$ cat src/rtl/xpmwrap_pkg.sv
// rtl/xpmwrap_pkg.sv - shared types and constants for the arbitrated distributed-RAM wrapper
package xpmwrap_pkg;

   localparam int RAM_READ_LATENCY = 2;
   // one stage for the command register plus the RAM read latency
   localparam int TAG_STAGES       = RAM_READ_LATENCY + 1;
   // requester id width sized for the largest legal requester count (4)
   localparam int ID_W             = 2;

   typedef enum logic {
      ST_INIT = 1'b0,
      ST_RUN  = 1'b1
   } state_t;

   typedef struct packed {
      logic            valid;
      logic [ID_W-1:0] id;
   } tag_t;

endpackage

$ cat src/rtl/xpmwrap_rr_arb.sv
// rtl/xpmwrap_rr_arb.sv - round-robin grant generator with rotating priority pointer
module xpmwrap_rr_arb
   import xpmwrap_pkg::*;
#(
   parameter int NUM_REQ = 2
) (
   input  logic               clk,
   input  logic               rst,
   input  logic               en,
   input  logic [NUM_REQ-1:0] req,
   output logic [NUM_REQ-1:0] grant,
   output logic [ID_W-1:0]    grant_id,
   output logic               grant_any
);

   logic [ID_W-1:0] ptr;

   // grant the first requester at or after ptr, searching cyclically
   always_comb begin
      int idx;
      grant     = '0;
      grant_id  = '0;
      grant_any = 1'b0;
      idx       = 0;
      for (int k = 0; k < NUM_REQ; k++) begin
         idx = int'(ptr) + k;
         if (idx >= NUM_REQ) idx = idx - NUM_REQ;
         if (en && !grant_any && req[idx]) begin
            grant[idx] = 1'b1;
            grant_id   = ID_W'(idx);
            grant_any  = 1'b1;
         end
      end
   end

   // move priority to the requester after the one just served; hold when idle
   always_ff @(posedge clk or posedge rst) begin
      if (rst) begin
         ptr <= '0;
      end else if (grant_any) begin
         ptr <= (grant_id == ID_W'(NUM_REQ - 1)) ? '0 : grant_id + 1'b1;
      end
   end

endmodule

$ cat src/rtl/xpmwrap_dpdistram_arb.sv
// rtl/xpmwrap_dpdistram_arb.sv - multi-requester arbiter in front of a latency-2 RAM port
module xpmwrap_dpdistram_arb
   import xpmwrap_pkg::*;
#(
   parameter int NUM_REQ       = 2,
   parameter int ADDR_WIDTH    = 6,
   parameter int DATA_WIDTH    = 32,
   parameter int INIT_ON_RESET = 1
) (
   input  logic                          clk,
   input  logic                          rst,
   input  logic [NUM_REQ-1:0]            req_valid,
   output logic [NUM_REQ-1:0]            req_ready,
   input  logic [NUM_REQ-1:0]            req_we,
   input  logic [NUM_REQ*ADDR_WIDTH-1:0] req_addr,
   input  logic [NUM_REQ*DATA_WIDTH-1:0] req_wdata,
   output logic [NUM_REQ-1:0]            rsp_valid,
   output logic [DATA_WIDTH-1:0]         rsp_rdata,
   output logic                          init_done,
   output logic                          busy,
   output logic                          ram_ena,
   output logic                          ram_wea,
   output logic [ADDR_WIDTH-1:0]         ram_addra,
   output logic [DATA_WIDTH-1:0]         ram_dina,
   output logic                          ram_regcea,
   output logic                          ram_rsta,
   input  logic [DATA_WIDTH-1:0]         ram_douta
);

   state_t                state_q, state_d;
   logic [ADDR_WIDTH-1:0] init_cnt_q, init_cnt_d;
   logic                  init_done_q;

   logic                  arb_en;
   logic [NUM_REQ-1:0]    grant;
   logic [ID_W-1:0]       grant_id;
   logic                  grant_any;

   logic                  sel_we;
   logic [ADDR_WIDTH-1:0] sel_addr;
   logic [DATA_WIDTH-1:0] sel_wdata;

   logic                  issue_valid, issue_we;
   logic [ADDR_WIDTH-1:0] issue_addr;
   logic [DATA_WIDTH-1:0] issue_data;

   logic                  cmd_valid_q, cmd_we_q;
   logic [ADDR_WIDTH-1:0] cmd_addr_q;
   logic [DATA_WIDTH-1:0] cmd_data_q;

   tag_t                  tag_q [TAG_STAGES];

   // requesters are only served once the zero-fill has finished
   assign arb_en = (state_q == ST_RUN) && init_done_q;

   xpmwrap_rr_arb #(
      .NUM_REQ (NUM_REQ)
   ) u_arb (
      .clk       (clk),
      .rst       (rst),
      .en        (arb_en),
      .req       (req_valid),
      .grant     (grant),
      .grant_id  (grant_id),
      .grant_any (grant_any)
   );

   assign req_ready = grant;

   // pick the granted requester's command fields out of the packed buses
   always_comb begin
      sel_we    = 1'b0;
      sel_addr  = '0;
      sel_wdata = '0;
      for (int i = 0; i < NUM_REQ; i++) begin
         if (grant[i]) begin
            sel_we    = req_we[i];
            sel_addr  = req_addr[i*ADDR_WIDTH +: ADDR_WIDTH];
            sel_wdata = req_wdata[i*DATA_WIDTH +: DATA_WIDTH];
         end
      end
   end

   // next state and the command presented to the command register
   always_comb begin
      state_d     = state_q;
      init_cnt_d  = init_cnt_q;
      issue_valid = 1'b0;
      issue_we    = 1'b0;
      issue_addr  = '0;
      issue_data  = '0;
      case (state_q)
         ST_INIT: begin
            issue_valid = 1'b1;
            issue_we    = 1'b1;
            issue_addr  = init_cnt_q;
            init_cnt_d  = init_cnt_q + 1'b1;
            if (&init_cnt_q) state_d = ST_RUN;
         end
         ST_RUN: begin
            issue_valid = grant_any;
            issue_we    = sel_we;
            issue_addr  = sel_addr;
            issue_data  = sel_wdata;
         end
         default: state_d = ST_INIT;
      endcase
   end

   // FSM state, zero-fill address counter and run flag
   always_ff @(posedge clk or posedge rst) begin
      if (rst) begin
         state_q     <= (INIT_ON_RESET != 0) ? ST_INIT : ST_RUN;
         init_cnt_q  <= '0;
         init_done_q <= 1'b0;
      end else begin
         state_q     <= state_d;
         init_cnt_q  <= init_cnt_d;
         init_done_q <= (state_d == ST_RUN);
      end
   end

   // command register driving RAM port A one cycle after acceptance
   always_ff @(posedge clk or posedge rst) begin
      if (rst) begin
         cmd_valid_q <= 1'b0;
         cmd_we_q    <= 1'b0;
         cmd_addr_q  <= '0;
         cmd_data_q  <= '0;
      end else begin
         cmd_valid_q <= issue_valid;
         cmd_we_q    <= issue_we;
         cmd_addr_q  <= issue_addr;
         cmd_data_q  <= issue_data;
      end
   end

   // read tags travel alongside the command register and RAM latency
   always_ff @(posedge clk or posedge rst) begin
      if (rst) begin
         for (int i = 0; i < TAG_STAGES; i++) tag_q[i] <= '0;
      end else begin
         tag_q[0] <= '{valid: issue_valid && !issue_we, id: grant_id};
         for (int i = 1; i < TAG_STAGES; i++) tag_q[i] <= tag_q[i-1];
      end
   end

   assign ram_ena    = cmd_valid_q;
   assign ram_wea    = cmd_we_q;
   assign ram_addra  = cmd_addr_q;
   assign ram_dina   = cmd_data_q;
   assign ram_regcea = 1'b1;
   assign ram_rsta   = rst;
   assign init_done  = init_done_q;

   // steer RAM output to the requester named by the last tag stage
   always_comb begin
      rsp_valid = '0;
      rsp_rdata = '0;
      if (tag_q[TAG_STAGES-1].valid) begin
         rsp_rdata = ram_douta;
         for (int i = 0; i < NUM_REQ; i++) begin
            if (tag_q[TAG_STAGES-1].id == ID_W'(i)) rsp_valid[i] = 1'b1;
         end
      end
   end

   // anything outstanding, or still zero-filling
   always_comb begin
      busy = cmd_valid_q || (state_q == ST_INIT);
      for (int i = 0; i < TAG_STAGES; i++) busy = busy || tag_q[i].valid;
   end

endmodule

$ cat config.mk
export PLATFORM = sky130hd
export DESIGN_NAME = xpmwrap_dpdistram_arb
export DESIGN_NICKNAME = d
export VERILOG_FILES = /design/src/rtl/xpmwrap_pkg.sv /design/src/rtl/xpmwrap_rr_arb.sv /design/src/rtl/xpmwrap_dpdistram_arb.sv
export SDC_FILE = /design/constraint.sdc
export NUM_CORES = 1
export LEC_CHECK = 0
export CAP_MARGIN = 20
export CORE_MARGIN = 2
export CORE_UTILIZATION = 34
export CTS_CLUSTER_SIZE = 20
export DETAILED_ROUTE_END_ITERATION = 8
export GPL_ROUTABILITY_DRIVEN = 0
export PLACE_DENSITY = 0.8
export SYNTH_ARGS = -nofsm -noshare
export SYNTH_HDL_FRONTEND = slang
export SYNTH_HIERARCHICAL = 1
export SYNTH_SLANG_ARGS = --single-unit
$ cat constraint.sdc
create_clock -name clk -period 1.8 [get_ports clk]
set_input_delay 0.27 -clock clk [delete_from_list [all_inputs] [get_ports clk]]
set_output_delay 0.27 -clock clk [all_outputs]
set_load 0.05 [all_outputs]
==> out/metrics.yaml <==
status: "complete, no violations"
worst_slew_pin_slew_ns: 0.528
p_per_area_nw_per_um2: 531
avgSynthCellArea_um2: 11.2
drv_cap: 0
synth_warnings: 6
holdBufCountCts: 0
synth_edf_count: 0
diodes: 0
fin_crit_ns: 1.76
start_util_pct: 35.5
hold_class: "in -> async"
final_cell_area_um2: 5310
dominantRegCellSynth: "dfrtp_1"
drive_above_1_share_pct: 21.6
drt_iter0_drc: 93
clock.fmax_ghz: 0.568
p_leak_nw: 2.17
slowest_delay_ns: 0.44
core_um2: 7330
nets: 546
critical-path-top-delay-family: "buffers and inverters"
syn_inst: 232
cts_max_path_buffers: 2
rsz0062_at_grt: "false"
hold_slack_ns: 0.247
finalSetupTns_ns: 0
cp_slowest_cell: "clkdlybuf4s50_1"
post-route-util_pct: 72.5
clk_pin_slew_ns: 0.07
grt_first_pass_wirelength_mm: 13.5
path_max_fanout: 21
cp_common_cell: "buf_12"
avgViaCountPerCell: 4.73
path_cells: "clkdlybuf4s50_1 -> nor2b_2 -> nor2_4 -> buf_12 -> buf_12"
period_share_pct: 97.9
dp.final_hpwl_mm: 6.89
clock_latency_ns: 0.33
syn_to_final_growth_pct: 104
synth.most_common_cell: "dfrtp_1"
clock_sinks: 58
criticalPathCategory: "in -> out"
start_kind: "input pin"
globalRouteOverflowTotal: 0
synthArstFlopShare_pct: 100
cts_tree: "done"
rows: 31
ys_ff_latch: 58
ff_latch_area_um2: 1450
synth.distinct_cells: 34
worst-path-stages: 5
place_area_um2: 5080
pin_count: 194
r2r_cells: 6
slew_headroom_pct: 64.7
cp_num_buf_inv: 3
synth_top_cell_area_share_pct: 55.7
yosys.area.top_type: "dfrtp_1"
track_usage_pct: 20.9
ant_nets: 0
crit_arrival_ns: 1.49
multi_input_area_um2: 1060
synthTopCellsByArea: "dfrtp_1, a22oi_1, and2_1"
synth_commonest_cells: "dfrtp_1, and2_1, a22oi_1, nor2b_1, nor2_1"
syn_nets: 347
drc_errors: 0
grt_pass1_vias: 2686
required_ns: 1.53
synth_area_um2: 2600
wl_per_cell_um: 16.6
fp.dieW_um: 91.5
skew_ns: 0.0114
p_total_mw: 2.82
grt_antenna_before_repair: 0
slew_violations: 0
finalHoldViolCount: 0
ir_drop_uv: 497
fillers: 526
num_vias: 2530
wirelength_mm: 8.87
cts-buffers-inserted: 9
io_buffer_count: 192
grt_max_degree: 42
ys_seq_area_share_pct: 55.7
cts_setup_buffers: 0
detail_route.first_pass.iterations: 6
dieArea_um2: 8380
finalSetupViolCount: 0
cp-end-kind: "output port"
cts-root-buf: "clkbuf_8"
dieHeight_um: 91.5
cts_max_level: 3
[metal layers]
layer  up-vias  routed length [µm]  track usage [%]
met5         -                   0                0
met4         0                 215             10.4
met3        20                 772             6.22
met2       135                4640             37.9
met1      1184                3250             21.8
li1       1191                   -                -
[stage by stage]
| step | setup WS (ns) | std cells |
|---|---|---|
| after floorplan | 0.00211 | 232 |
| after global placement | 0.0395 | 518 |
| after detailed placement | 0.00379 | 518 |
| after CTS | 0.00995 | 534 |
| after global routing | 0.000674 | 535 |
| final | 0.0379 | 535 |
[cell usage in the layout, fill, tap and decap left out, drive strengths merged]
master	count
bufinv	1
o21ai	2
nor2	9
dfrtp	58
buf	58
and2	33
a21oi	7
nand2	5
clkinvlp	2
and4b	1
nand4	1
xnor2	4
nor4	1
nand2b	3
o22ai	1
o21a	1
nor2b	33
ha	1
a31oi	1
mux2	1
a31o	1
clkinv	1
clkdlybuf4s50	146
nor3b	1
dlymetal6s2s	2
nand4b	2
conb	1
inv	3
clkbuf	13
a22oi	38
and3	3
xor2	1
and3b	1
[cell type report]
class | instances | area share, %
repair buffers | 207 | 46.3
flip-flops and latches | 58 | 27.4
multi-input cells | 152 | 19.9
clock buffers | 12 | 2.92
well taps | 99 | 2.33
clock inverters | 4 | 0.942
inverters | 3 | 0.212
[power by group]
group | switching (mW) | total (mW) | internal, mW
clock | 0.498 | 1.21 | 0.713
sequential | 0 | 1.30 | 1.30
combinational | 0.0806 | 0.306 | 0.225
total | 0.578 | 2.82 | 2.24
[repair_timing]
action,CTS,global route
resized for setup,1,2
endpoints found under the setup margin,17,3
endpoints found under the hold margin,0,0
gates cloned,0,1
pin swaps,0,1
[kinds of logic (layout without fill, tap and decap cells)]
family / after synthesis / in the layout / share of synthesized area (%)
buf+inv: 22 / 226 / 4.47
flops: 58 / 58 / 55.7
other cells: 1 / 1 / 0.144
compound gates: 51 / 51 / 15.5
simple gates: 93 / 93 / 21.6
xor+xnor: 5 / 5 / 1.68
fa+ha+maj: 1 / 1 / 0.480
mux: 1 / 1 / 0.432
[state kept, by name, indices dropped and copies added, names as in the netlist]
signal / flops
init_cnt_q: 6
init_done: 1
u_arb/ptr: 2
ram_dina: 32
ram_wea: 1
tag_q: 9
ram_addra: 6
ram_ena: 1
[final timing paths]
| kind | startpoint | slack [ns] | end |
|---|---|---|---|
| hold / removal | rst | 0.25 | u_arb/ptr[0] |
| min in group clk | tag_q[4] | 0.34 | tag_q[1] |
| hold reg to reg | tag_q[4] | 0.34 | tag_q[1] |
| max in group asynchronous | rst | 0.98 | init_done |
| setup reg to reg | u_arb/ptr[1] | 0.29 | tag_q[8] |
| setup / recovery | req_valid[0] | 0.04 | req_ready[1] |
Power figures use the tool's default switching activity.
